File: config.mk
export PLATFORM = sky130hd
export DESIGN_NAME = store_buffer_ctrl
export DESIGN_NICKNAME = d
export VERILOG_FILES = /design/src/rtl/store_buffer_ctrl.sv
export SDC_FILE = /design/constraint.sdc
export NUM_CORES = 1
export LEC_CHECK = 0
export ABC_AREA = 1
export BUFFER_PORTS_ARGS = -buffer_cell sky130_fd_sc_hd__buf_2
export CORE_ASPECT_RATIO = 0.7
export CORE_MARGIN = 4
export CORE_UTILIZATION = 59
export DETAILED_ROUTE_END_ITERATION = 6
export HOLD_SLACK_MARGIN = 0.1
export PLACE_DENSITY = 0.77
export REMOVE_ABC_BUFFERS = 1
export SYNTH_ARGS = -nofsm -noshare
export SYNTH_HDL_FRONTEND = slang
export SYNTH_SLANG_ARGS = --single-unit
File: constraint.sdc
create_clock -name clk -period 2.59 [get_ports clk]
set_input_delay 0.259 -clock clk [delete_from_list [all_inputs] [get_ports clk]]
set_output_delay 0.259 -clock clk [all_outputs]
set_load 0.005 [all_outputs]
File: src/rtl/store_buffer_ctrl.sv
// store_buffer_ctrl
//   Posted-write buffer between the MEM-stage store path and the data-memory
//   write port. Stores (SW/SH/SB) are decoded into byte enables and
//   lane-replicated data, queued in a DEPTH-entry FIFO, and drained in order
//   with a mem_req/mem_ack handshake. Misaligned stores are flagged and never
//   queued. Loads whose word matches a queued entry raise ld_hazard.
//
// Ports
//   clk, reset (async, active-low)
//   st_valid/st_ready/st_type/st_addr/st_data : store request from MEM stage
//   st_align_err                              : misaligned legal store presented
//   mem_req/mem_addr/mem_wdata/mem_byteen     : head entry write request
//   mem_ack                                   : memory accepted head write
//   ld_valid/ld_addr/ld_hazard                : pending-store load hazard check
//   count/empty                               : occupancy
module store_buffer_ctrl #(
    parameter int unsigned DEPTH = 4,
    parameter int unsigned CW    = 3
) (
    input  logic          clk,
    input  logic          reset,
    input  logic          st_valid,
    output logic          st_ready,
    input  logic [5:0]    st_type,
    input  logic [31:0]   st_addr,
    input  logic [31:0]   st_data,
    output logic          st_align_err,
    output logic          mem_req,
    output logic [31:0]   mem_addr,
    output logic [31:0]   mem_wdata,
    output logic [3:0]    mem_byteen,
    input  logic          mem_ack,
    input  logic          ld_valid,
    input  logic [31:0]   ld_addr,
    output logic          ld_hazard,
    output logic [CW-1:0] count,
    output logic          empty
);

    localparam int unsigned PW = CW - 1;
    localparam logic [5:0] OP_SW = 6'b101011;
    localparam logic [5:0] OP_SH = 6'b101001;
    localparam logic [5:0] OP_SB = 6'b101000;

    logic [29:0]   addrQ [DEPTH];
    logic [31:0]   dataQ [DEPTH];
    logic [3:0]    beQ   [DEPTH];
    logic [DEPTH-1:0] validQ;
    logic [PW-1:0] headPtr;
    logic [PW-1:0] tailPtr;

    logic       isSw, isSh, isSb, isLegal, isAligned;
    logic       doPush, doPop;
    logic [3:0] newBe;
    logic [31:0] newData;
    logic [1:0] ldByteUnused;

    assign isSw    = (st_type == OP_SW);
    assign isSh    = (st_type == OP_SH);
    assign isSb    = (st_type == OP_SB);
    assign isLegal = isSw | isSh | isSb;
    assign isAligned = isSw ? (st_addr[1:0] == 2'b00) :
                       isSh ? ~st_addr[0] : 1'b1;

    assign st_ready     = (count != CW'(DEPTH));
    assign st_align_err = st_valid & isLegal & ~isAligned;
    assign doPush       = st_valid & st_ready & isLegal & isAligned;
    assign doPop        = mem_req & mem_ack;

    always_comb begin
        newBe   = '0;
        newData = '0;
        if (isSw) begin
            newBe   = 4'b1111;
            newData = st_data;
        end else if (isSh) begin
            newBe   = st_addr[1] ? 4'b1100 : 4'b0011;
            newData = {2{st_data[15:0]}};
        end else if (isSb) begin
            newBe   = 4'b0001 << st_addr[1:0];
            newData = {4{st_data[7:0]}};
        end
    end

    always_ff @(posedge clk or negedge reset) begin
        if (!reset) begin
            headPtr <= '0;
            tailPtr <= '0;
            count   <= '0;
            validQ  <= '0;
            for (int unsigned i = 0; i < DEPTH; i++) begin
                addrQ[i] <= '0;
                dataQ[i] <= '0;
                beQ[i]   <= '0;
            end
        end else begin
            // Push and pop never target the same slot: pop needs count>0 and
            // push needs count<DEPTH, so with both active head != tail.
            if (doPop) begin
                validQ[headPtr] <= 1'b0;
                headPtr         <= headPtr + 1'b1;
            end
            if (doPush) begin
                addrQ[tailPtr]  <= st_addr[31:2];
                dataQ[tailPtr]  <= newData;
                beQ[tailPtr]    <= newBe;
                validQ[tailPtr] <= 1'b1;
                tailPtr         <= tailPtr + 1'b1;
            end
            case ({doPush, doPop})
                2'b10:   count <= count + 1'b1;
                2'b01:   count <= count - 1'b1;
                default: count <= count;
            endcase
        end
    end

    assign empty      = (count == '0);
    assign mem_req    = ~empty;
    assign mem_addr   = {addrQ[headPtr], 2'b00};
    assign mem_wdata  = dataQ[headPtr];
    assign mem_byteen = beQ[headPtr];

    // Byte offset is irrelevant to a word-granular hazard.
    assign ldByteUnused = ld_addr[1:0];

    always_comb begin
        ld_hazard = 1'b0;
        for (int unsigned i = 0; i < DEPTH; i++) begin
            if (validQ[i] && (addrQ[i] == ld_addr[31:2])) begin
                ld_hazard = 1'b1;
            end
        end
        ld_hazard = ld_hazard & ld_valid;
    end

endmodule

After elaboration in Yosys (flattened, before gate mapping)
Index checks and enable logic that the tools add are counted.
{"block": "totals", "output_inout_bits": 76, "input_bits": 107, "regBits": 275, "word_cells": 103}
{"block": "classes", "n_bitwise": 17, "eq_ne": 10, "order_cmp": 7, "reduce_logical": 10, "shift": 1, "muxes": 38, "n_addsub": 4}
{"operator": "2-to-1 mux 32 bit", "n": 6}
{"operator": "bitwise mux 128 bit", "n": 1}
{"operator": "bitwise mux 120 bit", "n": 1}
{"operator": "== test 30 bit", "n": 4}
{"operator": "2-to-1 mux 30 bit", "n": 3}
{"operator": "binary-select mux 32 bit (select 2 bit)", "n": 1}
{"operator": "demux 32 bit (select 2 bit)", "n": 1}
{"operator": "binary-select mux 30 bit (select 2 bit)", "n": 1}
{"operator": "demux 30 bit (select 2 bit)", "n": 1}
{"operator": "2-to-1 mux 4 bit", "n": 9}
{"operator": "== test 6 bit (second input constant)", "n": 3}
{"operator": "bitwise mux 16 bit", "n": 1}
{"operator": "binary-select mux 4 bit (select 2 bit)", "n": 1}
{"operator": "demux 4 bit (select 2 bit)", "n": 1}
{"operator": "2-to-1 mux 1 bit", "n": 8}
{"operator": "AND 1 bit", "n": 7}
{"operator": "logical AND 1 bit", "n": 7}
{"operator": ">= comparator 3 bit (second input constant)", "n": 2}
{"operator": "< comparator 2 x 3 -> 1 bit (second input constant)", "n": 2}
{"operator": "inverter 2 -> 3 bit", "n": 2}
{"operator": "one-hot mux 3 bit (2 select lines)", "n": 1}
{"operator": "adder 2 x 1 -> 2 bit (second input constant)", "n": 2}
{"operator": "AND 4 bit", "n": 1}
{"operator": "demux 1 bit (select 2 bit)", "n": 2}
{"operator": "15 further kinds", "n": 19}

Longest topological paths before layout
Gate-level depths: netlist of the first run.
{"block": "depth", "word_depth": 9, "ltp_mapped": 14, "ltp_nobuf": 14}

Least setup slack after synthesis of the first run
OpenSTA, ideal clock, no wires.
{"block": "synth_timing", "path_kind": "reg-to-reg", "start": "reg count[1]", "end": "reg count[2]", "path_buffers": 0, "required_ns": 2.459, "path_stages_with_launch": 10, "arrival_ns": 2.149, "slack_ns": 0.310, "path_cell_list": "dfrtp_1 > nor3_1 > nor2_8 > nand2_1 > ha_1 > inv_1 > fa_1 > a21oi_1 > o21ai_0 > xor2_1"}
{"block": "synth_via", "elab_chain_cells": 6, "word_cells_on_any_way": 13, "cone_classes": "add/sub: 2; eq/ne: 3; mux: 1; bitwise: 5; reduce/logical: 2"}
{"element": "start, declared", "line": "36", "text": "output logic [CW-1:0] count,"}
{"element": "start signal, assigned", "line": "111", "text": "2'b10: count <= count + 1'b1;"}
{"element": "start signal, assigned", "line": "112", "text": "2'b01: count <= count - 1'b1;"}
{"element": "start signal, assigned", "line": "113", "text": "default: count <= count;"}
{"element": "!= test 3 bit", "line": "65", "text": "assign st_ready = (count != CW'(DEPTH));"}
{"element": "AND 1 bit (3 in a row)", "line": "67", "text": "assign doPush = st_valid & st_ready & isLegal & isAligned;"}
{"element": "== test 2 x 1 -> 1 bit / == test 2 bit (equally long branches)", "line": "110", "text": "case ({doPush, doPop})"}
{"element": "one-hot mux 3 bit (2 select lines) / nonzero test 2 bit (equally long branches)"}
Parallel ways exist; a longest one is shown, timed or not.
A chain may end at the register's enable or synchronous reset.

Worst setup path after layout of the first run
{"block": "layout_timing", "start": "reg headPtr[0]", "end": "out mem_wdata[3]"}
{"block": "layout_via", "elab_chain_cells": 4}
{"element": "start, declared", "line": "49", "text": "logic [PW-1:0] headPtr;"}
{"element": "start signal, assigned", "line": "101", "text": "headPtr <= headPtr + 1'b1;"}
{"element": "inverter 2 -> 3 bit (implied by the code)", "line": "121", "text": "assign mem_wdata = dataQ[headPtr];"}
{"element": "binary-select mux 32 bit (select 2 bit)", "line": "121"}
{"element": "2-to-1 mux 32 bit (implied by the code) (2 in a row)", "line": "121"}
{"element": "end, declared", "line": "30", "text": "output logic [31:0] mem_wdata,"}
Every way passes these cells. The select of a mux whose other input is x is not followed.

==> results.py, run 1 <==
metrics = {
    "run_status": {
        "status": "complete, no violations",
    },
    "worst_setup_path": {
        "crit_arrival_ns": 2.20,
        "required_ns": 2.33,
        "crit_fanout": 32,
        "slowest_stage": "dfrtp_4",
        "path_cells": "inv_4, buf_4, o21ai_0, o22ai_1, buf_2",
        "crit_family": "buffers and inverters",
        "path_class": "reg -> out",
        "cp_slowest_stage_delay_ns": 0.50,
        "start_kind": "flip-flop",
        "endpoint_kind": "output port",
        "cp.buffers_inverters": 3,
    },
    "floorplan": {
        "fp.dieH_um": 140,
        "die_w_um": 197,
        "ios": 183,
        "core_sq_um": 24600,
        "dieArea_sq_um": 27500,
        "num_rows": 48,
        "start_util": 0.598,
    },
    "synth": {
        "ys_seq_elements": 275,
        "ys_seq_area_frac": 0.468,
        "yosysWarnings": 0,
        "avgSynthCellArea_sq_um": 7.64,
        "syn_inst": 1924,
        "synth_area_sq_um": 14700,
        "synth_cell_types": 35,
    },
    "timing": {
        "worst_pin_slew_ns": 0.589,
        "slew_viol_final": 0,
        "clock.fmax_mhz": 406,
        "setup_viol": 0,
        "period_needed_ns": 2.46,
        "fin_skew_ns": 0.0117,
        "hold_viol_final": 0,
        "slew_headroom": 0.607,
        "rsz0062_at_grt": "no",
        "whs_ns": 0.109,
        "fin_ws_ns": 0.130,
        "fin_crit_sh": 0.950,
    },
    "detailed_routing": {
        "viasPerCell": 5.55,
        "wl_met2_um": 18500,
        "drt.antenna.violating_nets": 0,
        "vias": 13706,
        "first_pass_iters": 5,
        "wl_per_cell_um": 17.5,
        "drtIter0Drc": 1564,
        "post-route-drc-count": 0,
        "wl_um": 43200,
        "top_layer_used": "met5",
        "wl_met1_um": 19500,
        "wl_met3_um": 4180,
    },
    "cts": {
        "htreeDepth": 1,
        "clk_pin_slew_ns": 0.06,
        "clockBufferDepth": 3,
        "cts_tree": "done",
        "cts.sinks": 275,
        "ctsResizeCount": 0,
        "root_buffer": "clkbuf_16",
        "postCtsSetupBuffers": 0,
        "cts_made_buffers": 27,
        "clock_latency_ns": 0.54,
        "hold_buffers": 48,
    },
    "power_and_ir_drop": {
        "ir_drop_mv": 0.901,
        "p_per_area_nw_per_um2": 927,
        "leakage_nw": 8.38,
    },
    "finish": {
        "final_cell_mix": "556 x nand2_1, 274 x dfrtp_1, 245 x o21ai_1",
        "layout-drive-gt1-share": 0.145,
        "final_common_cell": "nand2_1",
        "final_cells": 2468,
        "nNetsFinal": 2239,
        "syn2layout_area_growth_pct": 18.1,
    },
    "worst_hold_path": {
        "hold_class": "in -> reg",
    },
    "placed_design": {
        "place_ws_ns": 0.258,
        "dp.cells": 2370,
        "place_hpwl_um": 29200,
        "port_buffers": 178,
        "finalWeightedCongestion": 0.967,
    },
    "global_route": {
        "antenna_found_initial": 4,
        "grt_pass1_vias": 13036,
        "overflow": 0,
        "grt_pass1_wl_um": 69200,
        "grt_max_degree": 116,
        "grt_use_total": 0.309,
    },
    "flow_run": {
        "maxCapViolCount": 0,
    },
}
-- cell families (layout without fill, tap and decap cells) --
kind of cell	Yosys count	count (layout)	share of synthesized area
adders and majority gates	10	10	0.00903
xor gates and xnor gates	46	46	0.0274
muxes	8	8	0.00545
and+or+nand+nor	741	741	0.202
other	1	4	0.000255
DFF	275	275	0.468
AOI/OAI and AO/OA	517	517	0.188
buffers and inverters	326	542	0.100
-- metrics by stage --
step / util / TNS [ns] / cell area (sq um) / power (mW)
after floorplan: - / -209.93 / 14000 / 9.25
after global routing: 0.706 / 0 / 17300 / 17.1
after detailed placement: 0.648 / 0 / 15900 / 11.8
after CTS: 0.706 / 0 / 17300 / 16.0
final: 0.706 / 0 / 17300 / 16.1
after global placement: 0.648 / 0 / 15900 / 11.6
-- metal layers --
metal  vias up  track usage
met5         -            0
met4         4       0.0762
met3        95       0.0531
met2       652        0.451
met1      6390        0.485
li1       6565            -
-- cell type report --
cell class                      instances  area, sq um
Clock buffer                           41          798
Antenna cell                            2         5.00
Timing Repair Buffer                  278         1960
Tap cell                              325          407
Multi-Input combinational cell       1324         6340
Sequential cell                       275         6890
Fill cell                            2040         7220
Inverter                              216          813
Clock inverter                          7          139
-- worst register-to-register path, stage by stage (launching register included) --
cell	delay, ns
dfrtp_1	0.43
nor3_1	0.20
buf_4	0.18
nor2_8	0.07
nand2_1	0.14
ha_1	0.17
inv_1	0.07
fa_1	0.38
a21oi_1	0.14
o21ai_0	0.11
xor2_1	0.15
-- report_power, final --
group | switching (mW) | total (mW) | internal (mW) | leakage (nW)
registers | 0.721 | 5.74 | 5.02 | 3.76
clock network | 1.69 | 4.20 | 2.51 | 0.460
logic | 3.77 | 6.14 | 2.37 | 4.16
total | 6.17 | 16.1 | 9.91 | 8.38
-- sequential cells by signal, summed over array words and instances, names as in the netlist --
name and count:
validQ 4, beQ 16, dataQ 128, tailPtr 2, addrQ 120, count 3
headPtr 2
-- cell usage after synthesis (all sizes together) --
cell type	number	area, sq um
nand2	563	2150
o21ai	393	2040
dfrtp	275	6880
inv	214	803
nor2	153	607
clkbuf	73	274
a21oi	60	300
o22ai	54	338
xnor2	39	342
buf	37	388
nand4	13	81.3
ha	9	113
mux2i	8	80.1
nand3	8	90.1
xor2	7	61.3
o31ai	4	30.0
a21boi	3	22.5
nor3	3	26.3
clkinv	2	7.51
o211ai	2	15.0
a32oi	1	8.76
conb	1	3.75
fa	1	20.0
or2	1	6.26
-- path summary, 6_finish.rpt --
path                            start            to  slack, ns  depth (start not counted)
max                        headPtr[0]  mem_wdata[3]       0.13                          5
min reg2reg                 validQ[2]     validQ[2]       0.48                          2
max reg2reg                  count[1]      count[2]       0.45                         10
min                        st_data[4]     dataQ[68]       0.11                          3
max in group asynchronous       reset    headPtr[0]       1.57                          3
min in group asynchronous       reset     addrQ[39]       0.21                          2
(Power assumes the default switching activity.)
==> run 2, diff against run 1 <==
Settings changed: ABC_AREA 1 to default, CORE_ASPECT_RATIO 0.7 to 0.8, CORE_UTILIZATION 59 to 58, MAX_ROUTING_LAYER from default to met4, PLACE_DENSITY 0.77 to 0.76.
==> results.py, run 2 <==
metrics = {
    "timing": {
        "slew_viol_final": 0,
        "fin_ws_ns": 0.105,
        "clock.fmax_mhz": 402,
        "period_needed_ns": 2.49,
        "worst_pin_slew_ns": 0.519,
        "hold_viol_final": 0,
        "whs_ns": 0.137,
        "slew_headroom": 0.651,
        "fin_crit_sh": 0.960,
        "rsz0062_at_grt": "yes",
        "fin_skew_ns": 0.0111,
        "setup_viol": 0,
    },
    "detailed_routing": {
        "wl_um": 32700,
        "first_pass_iters": 4,
        "wl_per_cell_um": 21.9,
        "post-route-drc-count": 0,
        "viasPerCell": 5.77,
        "drtIter0Drc": 478,
        "drt.antenna.violating_nets": 0,
        "vias": 8610,
    },
    "worst_hold_path": {
        "worst_hold_path.endpoint": "dataQ[58]",
        "min_path_cells": 3,
        "holdCritStartpoint": "st_data[26]",
        "hold_class": "in -> reg",
    },
    "cts": {
        "cts.sinks": 275,
        "root_buffer": "clkbuf_16",
        "cts_tree": "done",
        "htreeDepth": 1,
        "clock_latency_ns": 0.55,
        "clockBufferDepth": 3,
        "clk_pin_slew_ns": 0.06,
        "cts_made_buffers": 28,
    },
    "finish": {
        "final_cells": 1493,
        "layout-drive-gt1-share": 0.520,
        "final_common_cell": "dfrtp_1",
        "final_cell_mix": "273 x dfrtp_1, 272 x mux2_2, 177 x buf_2",
        "nNetsFinal": 1274,
        "final_cell_area_sq_um": 16500,
        "largest_reg_flops": 128,
        "largest-register": "dataQ",
        "reg_top3": "dataQ: 128 flops, addrQ: 120 flops, beQ: 16 flops",
        "syn2layout_area_growth_pct": 20.0,
    },
    "synth": {
        "ys_seq_area_frac": 0.500,
        "synth_edf_count": 0,
        "synthTopCellsByCount": "275 x dfrtp_1, 272 x mux2_2, 79 x xnor2_1",
        "yosysMostFrequentCell": "dfrtp_1",
        "yosysTopAreaCellShare": 0.500,
        "synth_cell_types": 29,
        "yosysWarnings": 0,
        "synth_mux_area_frac": 0.337,
        "synth_compound_area_frac": 0.00536,
        "synth_fa_ha_area_frac": 0.00963,
        "synthSimpleGateAreaFrac": 0.0451,
        "yosys.area_share.xor_xnor": 0.0795,
        "yosysTopAreaCell": "dfrtp_1",
        "synth.area.top_cells": "dfrtp_1 50%, mux2_2 22%, mux4_2 11%",
        "avgSynthCellArea_sq_um": 14.3,
        "async_flop_share": 1.00,
        "synth_area_sq_um": 13800,
        "synth_top_family_by_area": "multiplexers",
        "syn_inst": 962,
        "ys_seq_elements": 275,
        "synthFlopType": "dfrtp_1",
    },
    "floorplan": {
        "die_w_um": 180,
        "ios": 183,
        "core_sq_um": 23400,
        "start_util": 0.589,
        "fp.dieH_um": 146,
        "num_rows": 50,
        "dieArea_sq_um": 26300,
    },
    "worst_setup_path": {
        "crit_arrival_ns": 2.23,
        "path_common_cell": "nand4_1",
        "r2r_cells": 11,
        "path_class": "reg -> out",
        "slowest_stage": "dfrtp_1",
        "crit_family": "simple AND/OR/NAND/NOR gates",
        "required_ns": 2.33,
        "start_kind": "flip-flop",
        "cp.buffers_inverters": 1,
        "rr_endpoint": "count[2]",
        "critical_path_depth": 6,
        "cp_slowest_stage_delay_ns": 0.42,
        "path_cells": "xnor2_2, nand4_1, nor4_2, nand4_1, a41oi_2, buf_2",
        "worstReg2RegStart": "count[0]",
        "crit_fanout": 3,
        "endpoint_kind": "output port",
        "rrSetupSlack_ns": 0.34,
    },
    "placed_design": {
        "port_buffers": 178,
        "finalWeightedCongestion": 0.881,
        "dp.cells": 1406,
        "place_hpwl_um": 22100,
        "place_ws_ns": 0.223,
        "place_area_sq_um": 15100,
    },
    "global_route": {
        "overflow": 0,
        "grt_pass1_wl_um": 52200,
        "grt_max_degree": 74,
        "grt_pass1_vias": 9241,
        "antenna_found_initial": 2,
        "grt_use_total": 0.257,
    },
    "power_and_ir_drop": {
        "leakage_nw": 8.27,
        "ir_drop_mv": 0.507,
        "p_per_area_nw_per_um2": 748,
        "power_mw": 12.4,
    },
    "run_status": {
        "status": "complete, no violations",
    },
    "flow_run": {
        "maxCapViolCount": 0,
    },
}
==> run 2: cell types whose count changed after synthesis, sizes merged, moves of 16 or more <==
cell	delta
nand2	-544
nor4	+16
xnor2	+40
clkbuf	-31
o22ai	-54
mux4	+66
a21oi	-51
nor2	-129
mux2	+272
xor2	+39
o21ai	-389
inv	-204
==> run 2: cell type report <==
cell class / instances / area (sq um)
Sequential cell: 275 / 6890
Fill cell: 1640 / 6870
Multi-Input combinational cell: 610 / 6730
Timing Repair Buffer: 232 / 1530
Clock buffer: 43 / 857
Tap cell: 312 / 390
Clock inverter: 9 / 81.3
Inverter: 10 / 37.5
Antenna cell: 2 / 5.00
==> run 2: cells by family after synthesis <==
| logic type | after synthesis |
|---|---|
| AOI/OAI and AO/OA | 14 |
| xor gates and xnor gates | 125 |
| adders and majority gates | 10 |
| buffers and inverters | 78 |
| DFF | 275 |
| muxes | 347 |
| other | 1 |
| and+or+nand+nor | 112 |
==> run 2: layer usage <==
layer	part of all wire	global-route usage	vias up	routed length, um
li1	-	-	3870	-
met1	0.44	0.358	4450	14400
met2	0.48	0.401	242	15500
met3	0.063	0.0535	48	2050
met4	0.021	0.0525	0	677
met5	0	-	-	0
==> run 2: how the worst max path moves through the flow <==
stage / start / to / slack [ns]
final: addrQ[7] / ld_hazard / 0.10
after global routing: addrQ[69] / ld_hazard / -0.03
after CTS: addrQ[93] / ld_hazard / 0.04
after detailed placement: st_type[1] / count[2] / 0.22
after global placement: st_type[1] / count[2] / 0.29
after floorplan: headPtr[0] / headPtr[1] / -1.07
==> run 2: report_power, final <==
part / internal, mW / switching, mW
Sequential: 4.75 / 0.533
Clock: 2.37 / 1.67
Combinational: 1.64 / 1.40
==> run 2: worst min-delay path: cells and delay by family <==
family | cells | cell delay (ns)
muxes | 2 | 0.31
buffers and inverters | 1 | 0.08
==> run 2: repair_timing <==
action                                  4_1_cts  5_1_grt
pin swaps                                     0       11
endpoints found under the setup margin        2        1
resized for setup                             6       13
hold endpoints to repair                    195        0
hold buffers                                 31        0
setup buffers                                 1        1
==> run 2: metrics by stage <==
stage / TNS [ns] / util
floorplan: -181.34 / -
global placement: 0 / 0.646
detailed placement: 0 / 0.646
CTS: 0 / 0.702
global route: -0.0290 / 0.706
finish: 0 / 0.706
